`src/rtl/div_seq_unit.sv`:
```
// Multicycle restoring shift-subtract divider for DIV/DIVU, MIPS truncating semantics.
// Optional define DIV_SEQ_UNSIGNED_EN adds the is_unsigned input for DIVU.
module div_seq_unit #(
   parameter int WIDTH = 32
) (
   input  logic             clk,
   input  logic             reset,
   input  logic             start,
   input  logic [WIDTH-1:0] dividend,
   input  logic [WIDTH-1:0] divisor,
`ifdef DIV_SEQ_UNSIGNED_EN
   input  logic             is_unsigned,
`endif
   output logic [WIDTH-1:0] quotient,
   output logic [WIDTH-1:0] remainder,
   output logic             busy,
   output logic             done,
   output logic             div_zero
);

   localparam int CW = (WIDTH > 1) ? $clog2(WIDTH) : 1;
   localparam logic [CW-1:0] LAST = CW'(WIDTH - 1);

   typedef enum logic [1:0] {
      S_IDLE,
      S_CALC,
      S_FIX,
      S_ZERO
   } state_t;

   state_t           state_q, state_d;
   logic [WIDTH-1:0] dvd_q, dvd_d;
   logic [WIDTH-1:0] dvs_q, dvs_d;
   logic [WIDTH-1:0] rem_q, rem_d;
   logic [CW-1:0]    cnt_q, cnt_d;
   logic             negq_q, negq_d;
   logic             negr_q, negr_d;
   logic [WIDTH-1:0] quot_q, quot_d;
   logic [WIDTH-1:0] remn_q, remn_d;
   logic             done_q, done_d;

   logic             uns;
   logic             a_neg;
   logic             b_neg;
   logic [WIDTH:0]   shift;
   logic [WIDTH:0]   trial;

`ifdef DIV_SEQ_UNSIGNED_EN
   assign uns = is_unsigned;
`else
   assign uns = 1'b0;
`endif

   assign a_neg = dividend[WIDTH-1] & ~uns;
   assign b_neg = divisor[WIDTH-1] & ~uns;

   // Partial remainder is WIDTH+1 bits: the shifted remainder plus the next dividend bit.
   assign shift = {rem_q, dvd_q[WIDTH-1]};
   assign trial = shift - {1'b0, dvs_q};

   always_comb begin
      state_d = state_q;
      dvd_d   = dvd_q;
      dvs_d   = dvs_q;
      rem_d   = rem_q;
      cnt_d   = cnt_q;
      negq_d  = negq_q;
      negr_d  = negr_q;
      quot_d  = quot_q;
      remn_d  = remn_q;
      done_d  = 1'b0;
      unique case (state_q)
         S_IDLE: begin
            if (start) begin
               if (divisor == '0) begin
                  state_d = S_ZERO;
               end else begin
                  dvd_d   = a_neg ? -dividend : dividend;
                  dvs_d   = b_neg ? -divisor : divisor;
                  negq_d  = a_neg ^ b_neg;
                  negr_d  = a_neg;
                  rem_d   = '0;
                  cnt_d   = '0;
                  state_d = S_CALC;
               end
            end
         end
         S_CALC: begin
            if (trial[WIDTH]) begin
               rem_d = shift[WIDTH-1:0];
               dvd_d = {dvd_q[WIDTH-2:0], 1'b0};
            end else begin
               rem_d = trial[WIDTH-1:0];
               dvd_d = {dvd_q[WIDTH-2:0], 1'b1};
            end
            cnt_d = cnt_q + 1'b1;
            if (cnt_q == LAST) begin
               state_d = S_FIX;
            end
         end
         S_FIX: begin
            quot_d  = negq_q ? -dvd_q : dvd_q;
            remn_d  = negr_q ? -rem_q : rem_q;
            done_d  = 1'b1;
            state_d = S_IDLE;
         end
         S_ZERO: begin
            state_d = S_IDLE;
         end
         default: begin
            state_d = S_IDLE;
         end
      endcase
   end

   always_ff @(posedge clk) begin
      if (reset) begin
         state_q <= S_IDLE;
         dvd_q   <= '0;
         dvs_q   <= '0;
         rem_q   <= '0;
         cnt_q   <= '0;
         negq_q  <= 1'b0;
         negr_q  <= 1'b0;
         quot_q  <= '0;
         remn_q  <= '0;
         done_q  <= 1'b0;
      end else begin
         state_q <= state_d;
         dvd_q   <= dvd_d;
         dvs_q   <= dvs_d;
         rem_q   <= rem_d;
         cnt_q   <= cnt_d;
         negq_q  <= negq_d;
         negr_q  <= negr_d;
         quot_q  <= quot_d;
         remn_q  <= remn_d;
         done_q  <= done_d;
      end
   end

   assign quotient  = quot_q;
   assign remainder = remn_q;
   assign busy      = (state_q == S_CALC) || (state_q == S_FIX);
   assign done      = done_q;
   assign div_zero  = (state_q == S_ZERO);

endmodule

```
`config.mk`:
```
export PLATFORM = sky130hd
export DESIGN_NAME = div_seq_unit
export DESIGN_NICKNAME = d
export VERILOG_FILES = /design/src/rtl/div_seq_unit.sv
export SDC_FILE = /design/constraint.sdc
export NUM_CORES = 1
export LEC_CHECK = 0
export CELL_PAD_IN_SITES_DETAIL_PLACEMENT = 0
export CELL_PAD_IN_SITES_GLOBAL_PLACEMENT = 1
export CORE_AREA = 2 2 163 165
export CTS_CLUSTER_DIAMETER = 60
export DETAILED_ROUTE_END_ITERATION = 16
export DIE_AREA = 0 0 165 167
export HOLD_SLACK_MARGIN = 0.12
export PLACE_DENSITY = 0.77
export SLEW_MARGIN = 15
export SYNTH_ARGS = -nofsm -noshare
export SYNTH_HDL_FRONTEND = slang
export SYNTH_SLANG_ARGS = --single-unit
```
`constraint.sdc`:
```
create_clock -name clk -period 4.4 [get_ports clk]
set_input_delay 0.88 -clock clk [delete_from_list [all_inputs] [get_ports clk]]
set_output_delay 0.88 -clock clk [all_outputs]
set_load 0.01 [all_outputs]
```
==> impl_results.md <==
- Largest net degree at the start of global routing: 94
- Core ar.: 0.0258 mm^2
- Layout cells sized above 1: 5.17%
- Synth async-reset ratio: 0%
- XOR/XNOR Fraction of Synth Area: 11.7%
- CTS tree: built
- WL/cell: approximately 17 um
- Syn Nets: 1483
- Most frequent cells in the layout: dfxtp_1, nand2_1, nor2_1, clkdlybuf4s50_1, xor2_1
- Synthesized cell area: 0.0107 mm^2
- Max-cap violations: 0
- Vias per cell: 5.59
- Critical path type: reg2reg
- Initial Utilization: 41.7%
- Fin nets: 1566
- Yosys reg bits: 170
- Number of post-CTS setup repair buffers: 0
- Number of global-route vias before repair: 8977
- Critical Path End Type: register
- Startpoint types: register
- Vias after detailed routing: 10100
- Sequential area share after synthesis: 31.7%
- Crit path launch: dvd_q[31]
- R2R Setup Slk: 0.63 ns
- CP required: 4.74 ns
- Launch point of the worst reg-to-reg path: dvd_q[31]
- Syn Inst Count: between 1000 and 1500
- Root Driver: clkbuf_16
- Routability cong.: 0.890
- Num ports: 134
- Distinct cells, synth: 59
- Synth Area in Adders: 5.08%
- Final Cell Area: approximately 0.013 mm^2
- Commonest non-fill, non-tap cell in the layout: dfxtp_1
- Sum Neg Setup Slack: 0 ns
- Final Max Slew Viols: 0
- Number of synthesized flops with an enable pin: 0
- FP Rows: 59
- Final Util: 50.4%
- Die Width: approximately 170 um
- DP Wirelength: about 23 mm
- Count of synthesis-stage warnings from yosys: 0
- PD cells: 381 mW/mm^2
- Arr. time, crit path: approximately 4.1 ns
- Worst hold path type: reg2reg
- Main synth FF type: dfxtp_1
- CTS H-tree depth: 4
- Num CTS Buffers: 17
- Clock sink total: 170
- Largest family of logic cells by synthesized area: compound AO/OA/AOI/OAI gates
- # DRC: 0
- Pleak: a little under 0.005 uW
- Critical Path Fanout Max: 33
- Gr usage total: 21.9%
- Worst-path clk slew: 0.07 ns
- Clk buf depth: 2
- DRT iter0 DRCs: 713
- Max_slew headroom: 25.4%
- Grt ovf: 0
- Die Ht: 167 um
- First-pass GRT wire length: ~48 mm
- IO buf count: 133
- Pre-antenna DRT Iters: 7
- Diode count: 0
- Mean Syn Cell Area: 7.83 um^2
- FMAX: about 270 MHz
- Simple-gate portion of the synthesized area: 20.1%
- Final Setup Violations: 0
- Post-synthesis mux area share: 0.838%
- Hold path startpoint: dvs_q[16]
- Antenna Nets Post-Route: 0
- Status: finished, final reports clean
- Layout area overhead: 20.7%
- Hold Fails Final Rpt: 0
- Min Clock Period, post-route: 3.77 ns
- Synth Area in Compound Gates: 25.4%
- Peak supply drop: 241 uV
- Post-Route WL: 30.2 mm
- Initial antenna violation count: 0
- Clk Latency, worst-skew pair: roughly 0.44 ns
- Period utilisation layout: between 80% and 90%
- Dpl cell area: between 0.01 and 0.015 mm^2
- Layout Skew: 0.0206 ns
- Number of gates resized after cts: 0
- Die footprint: 0.0276 mm^2
- Worst slew pin tran: ~1.1 ns
- CTS Hold Bufs: 0
- RSZ-0062 raised after global routing: no
power by group:
group | leakage, uW | internal, uW | switching [uW] | total, uW
combinational | 0.00324 | 644 | 872 | 1520
clock | 0.000289 | 814 | 720 | 1530
sequential | 0.00139 | 1720 | 177 | 1890
total | 0.00492 | 3170 | 1770 | 4940
sequential cells by signal (all words and copies together), names as in the netlist:
register,flops
negq_q,1
negr_q,1
state_q,2
cnt_q,5
rem_q,32
remainder,32
quotient,32
dvd_q,32
done,1
dvs_q,32
metal layers:
metal	up-vias	share of wire (%)	global-route usage (%)
met3	26	6.0	3.31
met2	307	40	30.1
met1	4595	53	35.0
li1	5148	-	-
met5	-	0	0
met4	0	1.4	5.44
per-stage QoR:
stage,power (uW),worst slack (ns),hold WS [ns],std cells
floorplan,2860,1.06,0.432,1373
global placement,3430,0.422,0.444,1772
detailed placement,3430,0.334,0.452,1772
CTS,4970,0.666,0.461,1804
global route,5250,0.408,0.486,1804
finish,4940,0.627,0.460,1804
area by class of cell:
cell class | instances | area, um^2
fill | 2525 | 12800
multi-input combinational | 1056 | 6820
sequential | 170 | 3400
timing repair buffer | 154 | 1510
clock buffer | 17 | 425
tap | 335 | 419
inverter | 57 | 214
clock inverter | 15 | 178
synthesized netlist by cell type, drive strengths merged, types with 30 or more instances:
cell type  count  area share (%)
xnor2         39             3.2
a211oi        96             6.7
xor2         105             8.6
nand3         31             1.4
inv           57             2.0
a21oi         72             3.4
a32oi         30             2.4
clkbuf        83             2.9
nor2         136             4.7
o31ai         39             2.9
dfxtp        170              32
nand2        160             5.6
o21ai         87             4.1
ha            42             4.9
critical path: stages (launching register included):
cell and delay [ns]:
dfxtp_1 0.36, inv_1 0.08, ha_1 0.22, fa_1 0.40, nand2b_1 0.21, a21oi_1 0.30, o21ai_0 0.28, a2111oi_0 0.68
nor3_1 0.22, xnor2_2 0.24, buf_4 0.39, a32oi_1 0.17, o31ai_1 0.10
worst paths after layout:
path | end | cells past startpoint
hold / removal | dvs_q[16] | 2
setup / recovery | rem_q[21] | 12
hold reg to reg | dvs_q[16] | 2
setup reg to reg | rem_q[21] | 12
cells by family (layout without fill, tap and decap cells):
logic type,after synthesis,count (layout)
simple gates,455,455
compound gates,405,405
flops,170,170
buf+inv,147,243
xor+xnor,144,144
fa+ha+maj,43,43
mux,9,9
Note: power is estimated with default switching activity, not from simulation.
